### config.mk
export PLATFORM = sky130hd
export DESIGN_NAME = usb_tx_sequencer
export DESIGN_NICKNAME = d
export VERILOG_FILES = /design/src/rtl/usb_pkg.sv /design/src/rtl/usb_tx_shifter.sv /design/src/rtl/usb_tx_sequencer.sv
export SDC_FILE = /design/constraint.sdc
export NUM_CORES = 1
export LEC_CHECK = 0
export ABC_CLOCK_PERIOD_IN_PS = 2750
export CAP_MARGIN = 15
export CORE_MARGIN = 3
export CORE_UTILIZATION = 55
export DETAILED_ROUTE_END_ITERATION = 8
export DONT_BUFFER_PORTS = 1
export PLACE_DENSITY = 0.77
export REMOVE_ABC_BUFFERS = 1
export SLEW_MARGIN = 20
export SYNTH_ARGS = -nofsm -noshare
export SYNTH_HDL_FRONTEND = slang
export SYNTH_SLANG_ARGS = --single-unit
### constraint.sdc
create_clock -name clk -period 2.75 [get_ports clk]
set_input_delay 0.55 -clock clk [delete_from_list [all_inputs] [get_ports clk]]
set_output_delay 0.55 -clock clk [all_outputs]
set_load 0.01 [all_outputs]
### src/rtl/usb_pkg.sv
// Shared types and constants for the USB transmit sequencer.
// PID nibbles are the 4-bit codes; the wire byte is {~pid, pid}.
package usb_pkg;

    typedef enum logic [1:0] {
        KIND_NONE      = 2'b00,
        KIND_TOKEN     = 2'b01,
        KIND_DATA      = 2'b10,
        KIND_HANDSHAKE = 2'b11
    } pkt_kind_t;

    localparam logic [3:0] PID_OUT   = 4'b0001;
    localparam logic [3:0] PID_IN    = 4'b1001;
    localparam logic [3:0] PID_SETUP = 4'b1101;
    localparam logic [3:0] PID_DATA0 = 4'b0011;
    localparam logic [3:0] PID_DATA1 = 4'b1011;
    localparam logic [3:0] PID_ACK   = 4'b0010;
    localparam logic [3:0] PID_NAK   = 4'b1010;
    localparam logic [3:0] PID_STALL = 4'b1110;

    typedef enum logic [3:0] {
        ST_IDLE,
        ST_SYNC,
        ST_PID,
        ST_CSTART,
        ST_LOAD,
        ST_FIELD,
        ST_CEND,
        ST_WAIT_CRC,
        ST_WAIT_LINE
    } tx_state_t;

    // Sent LSB first: seven zeros then a one.
    localparam logic [7:0] SYNC_PATTERN     = 8'h80;
    localparam int         TOKEN_FIELD_BITS = 11;

    function automatic logic [7:0] pid_byte(input logic [3:0] pid);
        return {~pid, pid};
    endfunction

endpackage

### src/rtl/usb_tx_shifter.sv
// 16-bit LSB-first shift register feeding the serial bit; load wins over advance,
// and with neither asserted the current bit holds.
module usb_tx_shifter (
    input  logic        clk,
    input  logic        rst_n,
    input  logic        load,
    input  logic [15:0] load_data,
    input  logic        advance,
    output logic        bit_out
);

    logic [15:0] sr;

    always_ff @(posedge clk or negedge rst_n) begin
        if (!rst_n) begin
            sr <= '0;
        end else if (load) begin
            sr <= load_data;
        end else if (advance) begin
            sr <= {1'b0, sr[15:1]};
        end
    end

    assign bit_out = sr[0];

endmodule

### src/rtl/usb_tx_sequencer.sv
// Transmit packet sequencer: SYNC, PID and CRC-covered field serialised into the crc unit,
// then waits for CRC append and EOP before accepting the next request.
//
// state        | meaning
// IDLE         | ready for a request
// SYNC         | shifting the 8 sync bits
// PID          | shifting {~pid, pid}
// CSTART       | crc_start strobe, pkt_in = kind
// LOAD         | sample next DATA byte (byte_ready) or flag underrun
// FIELD        | shifting token field or current data byte
// CEND         | crc_end strobe
// WAIT_CRC     | waiting for crc_done
// WAIT_LINE    | waiting for line_done (EOP on the wire)
module usb_tx_sequencer
    import usb_pkg::*;
#(
    parameter  int MAX_BYTES = 64,
    parameter  int TIMEOUT   = 255,
    localparam int LW        = $clog2(MAX_BYTES + 1)
) (
    input  logic          clk,
    input  logic          rst_n,
    input  logic          tx_req,
    output logic          tx_ready,
    input  logic [1:0]    tx_kind,
    input  logic [3:0]    tx_pid,
    input  logic [6:0]    tx_addr,
    input  logic [3:0]    tx_endp,
    input  logic [LW-1:0] tx_len,
    input  logic [7:0]    byte_data,
    input  logic          byte_valid,
    output logic          byte_ready,
    output logic [1:0]    pkt_in,
    output logic          crc_start,
    output logic          crc_end,
    output logic          bit_out,
    output logic          bit_valid,
    input  logic          pause,
    input  logic          crc_done,
    input  logic          line_done,
    output logic          eop_req,
    output logic          err_underrun,
    output logic          err_timeout
);

    localparam int            TW       = $clog2(TIMEOUT + 1);
    localparam logic [TW-1:0] TMR_INIT = TW'(TIMEOUT - 1);

    tx_state_t     state, state_nxt;
    pkt_kind_t     kind_q;
    logic [3:0]    pid_q;
    logic [6:0]    addr_q;
    logic [3:0]    endp_q;
    logic [LW-1:0] len_q;
    logic [3:0]    bit_cnt;
    logic [LW-1:0] byte_cnt;
    logic [TW-1:0] tmr;

    logic          bit_state, adv, last_bit, in_wait, sh_bit;
    logic          latch, sh_load, cnt_load, byte_clr, byte_inc, tmr_load;
    logic [15:0]   sh_data;
    logic [3:0]    cnt_val;

    assign bit_state = (state == ST_SYNC) || (state == ST_PID) || (state == ST_FIELD);
    assign adv       = bit_state && !pause;
    assign last_bit  = (bit_cnt == 4'd0);
    assign in_wait   = (state == ST_WAIT_CRC) || (state == ST_WAIT_LINE);

    assign tx_ready  = (state == ST_IDLE);
    assign bit_valid = bit_state;
    assign bit_out   = bit_state & sh_bit;

    usb_tx_shifter u_shifter (
        .clk       (clk),
        .rst_n     (rst_n),
        .load      (sh_load),
        .load_data (sh_data),
        .advance   (adv),
        .bit_out   (sh_bit)
    );

    always_ff @(posedge clk or negedge rst_n) begin
        if (!rst_n) begin
            state <= ST_IDLE;
        end else begin
            state <= state_nxt;
        end
    end

    always_comb begin
        state_nxt    = state;
        latch        = 1'b0;
        sh_load      = 1'b0;
        sh_data      = '0;
        cnt_load     = 1'b0;
        cnt_val      = '0;
        byte_clr     = 1'b0;
        byte_inc     = 1'b0;
        tmr_load     = 1'b0;
        byte_ready   = 1'b0;
        pkt_in       = 2'b00;
        crc_start    = 1'b0;
        crc_end      = 1'b0;
        eop_req      = 1'b0;
        err_underrun = 1'b0;
        err_timeout  = 1'b0;

        case (state)
            ST_IDLE: begin
                if (tx_req && tx_kind != 2'b00) begin
                    latch     = 1'b1;
                    sh_load   = 1'b1;
                    sh_data   = {8'h00, SYNC_PATTERN};
                    cnt_load  = 1'b1;
                    cnt_val   = 4'd7;
                    state_nxt = ST_SYNC;
                end
            end
            ST_SYNC: begin
                if (adv && last_bit) begin
                    sh_load   = 1'b1;
                    sh_data   = {8'h00, pid_byte(pid_q)};
                    cnt_load  = 1'b1;
                    cnt_val   = 4'd7;
                    state_nxt = ST_PID;
                end
            end
            ST_PID: begin
                if (adv && last_bit) begin
                    if (kind_q == KIND_HANDSHAKE) begin
                        eop_req   = 1'b1;
                        tmr_load  = 1'b1;
                        state_nxt = ST_WAIT_LINE;
                    end else begin
                        state_nxt = ST_CSTART;
                    end
                end
            end
            ST_CSTART: begin
                crc_start = 1'b1;
                pkt_in    = kind_q;
                byte_clr  = 1'b1;
                if (kind_q == KIND_TOKEN) begin
                    sh_load   = 1'b1;
                    sh_data   = {5'b0, endp_q, addr_q};
                    cnt_load  = 1'b1;
                    cnt_val   = 4'(TOKEN_FIELD_BITS - 1);
                    state_nxt = ST_FIELD;
                end else if (len_q == '0) begin
                    state_nxt = ST_CEND;
                end else begin
                    state_nxt = ST_LOAD;
                end
            end
            ST_LOAD: begin
                if (byte_valid) begin
                    byte_ready = 1'b1;
                    byte_inc   = 1'b1;
                    sh_load    = 1'b1;
                    sh_data    = {8'h00, byte_data};
                    cnt_load   = 1'b1;
                    cnt_val    = 4'd7;
                    state_nxt  = ST_FIELD;
                end else begin
                    // Abort: the CRC frame is left open, EOP closes the packet on the line.
                    err_underrun = 1'b1;
                    eop_req      = 1'b1;
                    tmr_load     = 1'b1;
                    state_nxt    = ST_WAIT_LINE;
                end
            end
            ST_FIELD: begin
                if (adv && last_bit) begin
                    if (kind_q == KIND_DATA && byte_cnt != len_q) begin
                        state_nxt = ST_LOAD;
                    end else begin
                        state_nxt = ST_CEND;
                    end
                end
            end
            ST_CEND: begin
                crc_end   = 1'b1;
                tmr_load  = 1'b1;
                state_nxt = ST_WAIT_CRC;
            end
            ST_WAIT_CRC: begin
                if (crc_done && line_done) begin
                    state_nxt = ST_IDLE;
                end else if (crc_done) begin
                    tmr_load  = 1'b1;
                    state_nxt = ST_WAIT_LINE;
                end else if (tmr == '0) begin
                    err_timeout = 1'b1;
                    state_nxt   = ST_IDLE;
                end
            end
            ST_WAIT_LINE: begin
                if (line_done) begin
                    state_nxt = ST_IDLE;
                end else if (tmr == '0) begin
                    err_timeout = 1'b1;
                    state_nxt   = ST_IDLE;
                end
            end
            default: state_nxt = ST_IDLE;
        endcase
    end

    always_ff @(posedge clk or negedge rst_n) begin
        if (!rst_n) begin
            kind_q   <= KIND_NONE;
            pid_q    <= '0;
            addr_q   <= '0;
            endp_q   <= '0;
            len_q    <= '0;
            bit_cnt  <= '0;
            byte_cnt <= '0;
            tmr      <= '0;
        end else begin
            if (latch) begin
                kind_q <= pkt_kind_t'(tx_kind);
                pid_q  <= tx_pid;
                addr_q <= tx_addr;
                endp_q <= tx_endp;
                len_q  <= tx_len;
            end

            // Bit counter stops at zero; only a reload moves it off terminal count.
            if (cnt_load) begin
                bit_cnt <= cnt_val;
            end else if (adv && bit_cnt != 4'd0) begin
                bit_cnt <= bit_cnt - 4'd1;
            end

            if (byte_clr) begin
                byte_cnt <= '0;
            end else if (byte_inc) begin
                byte_cnt <= byte_cnt + LW'(1);
            end

            if (tmr_load) begin
                tmr <= TMR_INIT;
            end else if (in_wait && tmr != '0) begin
                tmr <= tmr - TW'(1);
            end
        end
    end

endmodule

==> impl_results.md <==
* Outcome: finished, final reports clean
* # rows at 27
* Number of clock sinks at 58
* Clock skew at approximately 3.7 ps
* Avg Inst Size Synth at 10.83 sq um
* Die height at approximately 83 microns
* Pre-CTS WS at 463.0 ps
* Max-slew violations at 0
* Vias in the first global route at about 2300
* DRC violations left at 0
* Vias per cell at between 6 and 7
* Clock buffer depth at 2
* Crit Path Category: flop to output pin
* Final setup violation count at 0
* Data required, critical path at 2200 ps
* First-pass GRT wire length at 11.34 mm
* Hold Vio Cnt, Final at 0
* CP max stage delay at approximately 610 ps
* IO Count at 50
* Design Power at 3.618 mW
* GP Congestion at about 0.83
* Worst Path Arrival at just over 2000 ps
* Max-slew headroom at between 40% and 50%
* Post-Syn Area at 0.003228 sq mm
* Pin count of the biggest net entering global routing at 59
* Post-route setup TNS at 0 ps
* P&R area growth vs syn at 9.380%
* Root Driver: clkbuf_8
* Ys async rst share at 100.0%
* Layout cells sized above 1 at 19.35%
* Tot GR Track Use at between 20% and 30%
* Antenna Cells at 0
* Max Fclk at ~0.39 GHz
* Final ANT Viol Nets at 0
* Commonest cells after routing, fill and taps aside: dfrtp_1 (58), mux2_2 (24), inv_1 (15)
* Final nets at 349
* Unique masters post-synth at between 60 and 70
* Finished Cell Area at 0.003531 sq mm
* Vias at about 2400
* Crit. Startpoint: state[1]
* Setup crit end kind: output pin
* RR Startpoint: bit_cnt[0]
* Core ar. at approximately 0.0056 sq mm
* Critical path cell sequence: or3b_1, a21oi_1, and2_1
* Number of max-cap violations at 0
* Synthesis warning total at 0
* Area leader, netlist: dfrtp_1
* Top cell type's share of synthesized area at between 40% and 50%
* Register area share after synthesis at approximately 45%
* Drt wl/cell at around 18 microns
* Initial DRC count at around 160
* Crit Path Max Fanout at 15
* Main synth FF type: dfrtp_1
* Hpwl dp at approximately 5.0 mm
* Die area at roughly 0.007 sq mm
* Lkg Pwr at around 1.4 nW
* Power per cell area at a little over 1000 mW/mm^2
* Die width at 82.61 microns
* Worst min path class: primary input to asynchronous set/reset pin
* Sequential cell area at approximately 0.0015 sq mm
* Setup ws final at roughly 160 ps
* Clock transition at the registers of the reported paths at ~70 ps
* CTS tree: built
* CP startpoint kind: flop
* Initial antenna violation count at 0
* Commonest non-fill, non-tap cell in the layout: dfrtp_1
* Drt pass-1 iters at 4
* EDFF count, synth at 0
* Final period util at 94.15%
* Area after DPL at between 0.003 and 0.004 sq mm
* IO Port Bufs at 0
* Initial core utilization at between 50 and 60%
* Flops & latches, synth at between 50 and 60
* CTS Buf Count at 9
* CTS H-tree lvls at 3
* Worst slew pin tran at 790.8 ps
* RSZ-0062 raised after global routing: false
* Area of the multi-input gates at 0.001637 sq mm
* Total global routing overflow at 0
* Top post-synthesis cells by area: dfrtp_1 (45%), mux2_2 (8.4%), mux2i_1 (3.1%)
* Peak supply drop at around 660 uV
* Final Util at 62.96%
* Post-Synthesis Cells at between 200 and 300
* Worst path slowest cell: dfrtp_1
* Min Tclk post-route at between 2000 and 3000 ps
* Filler cells at 445
* Final wirelength at 6.961 mm
* Worst-skew pair later-pin latency at ~340 ps
-- report_power, final --
| part | switching, mW | internal (mW) |
|---|---|---|
| logic | 0.666 | 0.679 |
| clock network | 0.347 | 0.415 |
| registers | 0.331 | 1.18 |
| total | 1.34 | 2.27 |
-- cell families after synthesis --
kind of cell | count (synthesis) | synth area share [%]
mux | 34 | 11.47
flops | 58 | 44.96
fa+ha+maj | 5 | 1.938
buf+inv | 31 | 4.341
compound gates | 63 | 15.50
xor+xnor | 12 | 3.256
simple gates | 95 | 18.53
-- registers in the layout, indices dropped and copies added, names as in the netlist --
name,cells
tmr,8
state,4
addr_q,7
pid_q,4
kind_q,2
endp_q,4
len_q,7
byte_cnt,7
u_shifter.sr,11
bit_cnt,4
-- synth_stat cells (all sizes together) (2+ instances only) --
| cell type | count |
|---|---|
| nor3 | 9 |
| a22oi | 6 |
| o211ai | 6 |
| a221o | 5 |
| o31ai | 3 |
| a311oi | 2 |
| nor2 | 11 |
| o21a | 2 |
| and2 | 6 |
| o21ai | 8 |
| nand2 | 8 |
| and3 | 5 |
| clkbuf | 6 |
| nor3b | 3 |
| or4b | 2 |
| nand3b | 4 |
| o41ai | 3 |
| dfrtp | 58 |
| a31o | 2 |
| ha | 5 |
| a21oi | 4 |
| a22o | 2 |
| a211oi | 2 |
| buf | 10 |
| mux2 | 24 |
| nand2b | 7 |
| o22ai | 2 |
| mux2i | 10 |
| nand3 | 8 |
| nor2b | 7 |
| a31oi | 3 |
| xor2 | 2 |
| xnor2 | 10 |
| and4 | 5 |
| nand4 | 6 |
| o2bb2ai | 3 |
| inv | 15 |
| nor4 | 4 |
| or3 | 3 |
| a2111oi | 3 |
-- layout make-up --
| type | count | area share [%] |
|---|---|---|
| clock buffer | 11 | 3.721 |
| inverter | 15 | 1.595 |
| sequential | 58 | 41.11 |
| timing repair buffer | 12 | 3.118 |
| multi-input combinational | 209 | 46.35 |
| clock inverter | 5 | 1.559 |
| tap | 72 | 2.551 |
-- critical path: cells and delay by family, from the launching register on --
family	cells	cell delay, ps
AND/OR/NAND/NOR	2	730
AO/OA/AOI/OAI	1	350
flip-flops	1	610
-- stage by stage --
| step | std cells | hold WS [ps] |
|---|---|---|
| after detailed placement | 365 | 255.9 |
| after floorplan | 282 | 254.4 |
| after global routing | 382 | 70.44 |
| final | 382 | 67.68 |
| after CTS | 382 | 73.27 |
| after global placement | 365 | 255.8 |
-- worst paths after layout --
path | slack, ps | to | depth (start not counted)
worst min register to register | 490 | byte_cnt[6] | 1
worst max-delay path | 160 | bit_out | 3
max in group asynchronous | 2440 | pid_q[2] | 1
worst max register to register | 440 | u_shifter.sr[0] | 6
worst min-delay path | 70 | tmr[2] | 1
min in group clk | 330 | pid_q[3] | 2
-- per-layer routing --
metal / GRT usage, % / routed length (microns) / part of all wire [%] / up-vias
li1: - / - / - / 1150
met1: 31.21 / 3246 / 47 / 1163
met2: 32.77 / 3263 / 47 / 59
met3: 7.050 / 365 / 5.2 / 9
met4: 6.373 / 86 / 1.2 / 0
met5: 0 / 0 / 0 / -
-- what timing repair did --
action	4_1_cts	5_1_grt
gates resized for setup	0	0
buffers inserted	0	0
hold buffers	1	0
hold endpoints to repair	58	0
Note: power is estimated with default switching activity, not from simulation.
==> RTL change 1, RTL diff (config.mk and constraints unchanged) <==
Put a register stage on the output `err_timeout`, without a reset. The value now appears one clock later. The other outputs are not delayed to match.
--- a/src/rtl/usb_tx_sequencer.sv
+++ b/src/rtl/usb_tx_sequencer.sv
@@ -46,6 +46,8 @@
     localparam int            TW       = $clog2(TIMEOUT + 1);
     localparam logic [TW-1:0] TMR_INIT = TW'(TIMEOUT - 1);
 
+    logic err_timeout_d;
+
     tx_state_t     state, state_nxt;
     pkt_kind_t     kind_q;
     logic [3:0]    pid_q;
@@ -103,7 +105,7 @@
         crc_end      = 1'b0;
         eop_req      = 1'b0;
         err_underrun = 1'b0;
-        err_timeout  = 1'b0;
+        err_timeout_d = 1'b0;
 
         case (state)
             ST_IDLE: begin
@@ -190,7 +192,7 @@
                     tmr_load  = 1'b1;
                     state_nxt = ST_WAIT_LINE;
                 end else if (tmr == '0) begin
-                    err_timeout = 1'b1;
+                    err_timeout_d = 1'b1;
                     state_nxt   = ST_IDLE;
                 end
             end
@@ -198,7 +200,7 @@
                 if (line_done) begin
                     state_nxt = ST_IDLE;
                 end else if (tmr == '0) begin
-                    err_timeout = 1'b1;
+                    err_timeout_d = 1'b1;
                     state_nxt   = ST_IDLE;
                 end
             end
@@ -246,5 +248,9 @@
         end
     end
 
+    always_ff @(posedge clk) begin
+        err_timeout <= err_timeout_d;
+    end
+
 endmodule
 
Behaviour: same outputs for any inputs over 10 cycles, from zero or initial values and one cycle with rst_n low; that may be too few to reach the edited logic, so the function may still have changed.
==> RTL change 1 against the unedited design <==
Cell count decreased by 1.3%. Wire length decreased by 7.4%. Sequential share of layout area increased by 0.91 points. Critical path depth unchanged. Power decreased by 0.61%. Combinational power decreased by 3%. Sequential cell count increased by 1. Clock power increased by 1%. Worst setup slack improved by 0.12 ns. Via count decreased by 4.7%. Die area decreased by 2.6%. Design area decreased by 0.82%. Area after synthesis decreased by 2.8%.
==> RTL change 1: results (changes against the unedited design) <==
| Metric | Value |
|---|---|
| Met1 Wirelength | `2826 um (-13%)` |
| Peak supply drop | `631.8 uV (-4.6%)` |
| First-pass GRT wire length | `10920 um (-3.7%)` |
| Drt initial violations | `147 (-6.4%)` |
| Clk sinks | `59 (+1.7%)` |
| Comb pwr | `1.31 mW (-3%)` |
| Metal3 WL | `415 um (+14%)` |
| Grt met3 use | `7.237% (+0.19 points)` |
| Max transition margin | `51.69% (+5.8 points)` |
| RePlAce Congestion | `0.8303 (-0.34%)` |
| R2R setup slack | `0.52 ns (+0.08 ns)` |
| Gr usage total | `21.63% (-0.54 points)` |
| Vias | `2269 (-4.7%)` |
| Outcome | `finished, final reports clean` |
| Nets | `346 (-0.86%)` |
| FFs w/ async S/R, synth | `98.31% (-1.7 points)` |
| Xor and xnor fraction of the mapped netlist area | `5.584% (+2.3 points)` |
| Synthesized area per cell | `10.82 um2 (-0.15%)` |
| Signal buf overhead | `4.359% (+1.2 points)` |
| Number of global-route vias before repair | `2323 (+0.56%)` |
| Number of multi-input logic gates | `210 (+0.48%)` |
| Mux cell area share after synthesis | `11.81% (+0.33 points)` |
| Clock Skew | `0.005096 ns (+0.001377 ns)` |
| Metal2 WL | `3096 um (-5.1%)` |
| Reg-to-Reg End | `tmr[4]$_DFFE_PN0P_` |
| Footprint of the multi-input gates | `1574 um2 (-3.8%)` |
| Crit path max fanout | `16 (+1)` |
| FF/Latch Area | `1471 um2 (+1.4%)` |
| Switching share of power | `35.50% (-1.6 points)` |
[RTL change 1: worst max path at each step]
| stage | start | endpoint | slack [ns] | cells past startpoint |
|---|---|---|---|---|
| detailed placement | state[0]$_DFFE_PN0P_ | byte_ready | 0.48 | 3 |
| floorplan | tx_kind[1] | bit_cnt[1]$_DFFE_PN0P_ | -0.03 | 4 |
| CTS | state[0]$_DFFE_PN0P_ | byte_ready | 0.10 | 3 |
| global placement | state[0]$_DFFE_PN0P_ | byte_ready | 0.55 | 3 |
| global route | state[0]$_DFFE_PN0P_ | byte_ready | 0.12 | 3 |
| finish | state[0]$_DFFE_PN0P_ | bit_out | 0.28 | 3 |
[RTL change 1: stage by stage]
step	worst slack, ns	instance area (um2)	setup TNS [ns]	utilization, %
after floorplan	-0.03036	3060	-0.03036	-
after global placement	0.5460	3279	0	61.85
after detailed placement	0.4755	3279	0	61.85
after CTS	0.1018	3501	0	66.02
after global routing	0.1182	3502	0	66.05
final	0.2761	3502	0	66.05
==> RTL change 2, RTL diff (same flow settings) <==
Without the edit above. The parameter `TIMEOUT` goes from 255 to 510.
--- a/src/rtl/usb_tx_sequencer.sv
+++ b/src/rtl/usb_tx_sequencer.sv
@@ -15,7 +15,7 @@
     import usb_pkg::*;
 #(
     parameter  int MAX_BYTES = 64,
-    parameter  int TIMEOUT   = 255,
+    parameter  int TIMEOUT   = 510,
     localparam int LW        = $clog2(MAX_BYTES + 1)
 ) (
     input  logic          clk,
Function: no difference found for any inputs over 10 cycles, from zero or initial values and one cycle with rst_n low; that may be too few to reach the edited logic, so the function may still have changed.
==> RTL change 2 against the unedited design <==
Sequential share of layout area is 0.32 points higher. Die area is 0.97% higher. Design area is 1.0% higher. Worst setup slack better by 0.052 ns. Sequential cell count is 1 higher. Hold slack worse by 0.019 ns. Sequential power is 3% higher. Area after synthesis is 1.0% higher. Power is 2.5% higher. Combinational power is 6% higher. Core utilization is 0.65 points higher. Wire length is 1.1% higher. Non-clock buffer count is 1 higher. Critical path type unchanged. Largest power group unchanged.
==> RTL change 2: results (changes against the unedited design) <==
| Metric | Value |
|---|---|
| Area share of the largest cell type after synthesis | `45.26% (+0.30 points)` |
| WHS | `0.04879 ns (-0.01889 ns)` |
| Reg-to-Reg End | `u_shifter.sr[3]$_DFFE_PN0P_` |
| Pin count of the biggest net entering global routing | `60 (+1.7%)` |
| Mux cell area share after synthesis | `11.12% (-0.35 points)` |
| Peak supply drop | `639.8 uV (-3.4%)` |
| Top cells by area, synth | `dfrtp_1, mux2_2, xnor2_1` |
| CP max stage cell | `or4_4` |
| Min Tclk post-route | `2.537 ns (-0.05189 ns)` |
| Finished Layout Cells | `396 (+3.7%)` |
| Post-Synth Adder-Cell Area | `1.918% (-0.020 points)` |
| Post-synth top cells | `dfrtp_1, mux2_2, nor2_1` |
| Synth Area in Compound Gates | `12.66% (-2.8 points)` |
| Crit path max fanout | `4 (-11)` |
| Outcome | `finished, final reports clean` |
| Flop+latch power | `1.55 mW (+3%)` |
| Vias per inst | `6.222 (-0.17%)` |
| Nets | `364 (+4.3%)` |
| Yosys cell types | `55 (-11%)` |
| Synthesized area per cell | `10.45 um2 (-3.5%)` |
| Clock share of power | `19.8% (-1.3 points)` |
| Layout cells sized above 1 | `20.68% (+1.3 points)` |
| Detailed placement HPWL | `4926 um (-1.2%)` |
| Dpl ws | `0.3854 ns (-0.07756 ns)` |
| Gr usage total | `21.22% (-0.95 points)` |
| Drt initial violations | `200 (+27%)` |
| RePlAce Congestion | `0.8542 (+2.5%)` |
| Clock Skew | `0.01090 ns (+0.007181 ns)` |
| Avg WL per Cell | `17.77 um (-2.5%)` |
| Xor and xnor fraction of the mapped netlist area | `5.370% (+2.1 points)` |
| Leak pwr | `1.456 nW (+1.6%)` |
| Tightest Pin Transition | `0.8130 ns (+0.02218 ns)` |
| Max incr delay on CP | `0.57 ns (-0.04 ns)` |
| Cell area after placement | `3358 um2 (+1.2%)` |
| Met1 Wirelength | `3107 um (-4.3%)` |
| Register area share after synthesis | `45.26% (+0.30 points)` |
| R2R depth | `8 (+2)` |
| Number of global-route vias before repair | `2393 (+3.6%)` |
| Pwr Density | `1040 nW/um2 (+1.5%)` |
| Grt met3 use | `5.853% (-1.2 points)` |
| First-pass GRT wire length | `11730 um (+3.5%)` |
| R2R setup slack | `0.36 ns (-0.08 ns)` |
| Routing usage on met1 | `27.80% (-3.4 points)` |
## RTL change 2: layout make-up
type	instances	area (um2)
Sequential cell	59	1478
Tap cell	72	90.09
Multi-Input combinational cell	224	1658
Inverter	13	48.80
Clock buffer	12	135.1
Clock inverter	3	40.04
Fill cell	447	2041
Timing Repair Buffer	13	117.6
## RTL change 2: how the worst max path moves through the flow
stage,start,end,slack [ns],depth (start not counted)
6_report,tmr[5]$_DFFE_PN0P_,err_timeout,0.21,4
3_3_place_gp,state[1]$_DFFE_PN0P_,err_timeout,0.44,4
2_1_floorplan,tx_kind[1],u_shifter.sr[1]$_DFFE_PN0P_,0.24,5
3_5_place_dp,bit_cnt[0]$_DFFE_PN0P_,u_shifter.sr[3]$_DFFE_PN0P_,0.39,8
4_1_cts,state[1]$_DFFE_PN0P_,err_timeout,0.03,4
5_1_grt,state[0]$_DFFE_PN0P_,eop_req,0.05,5
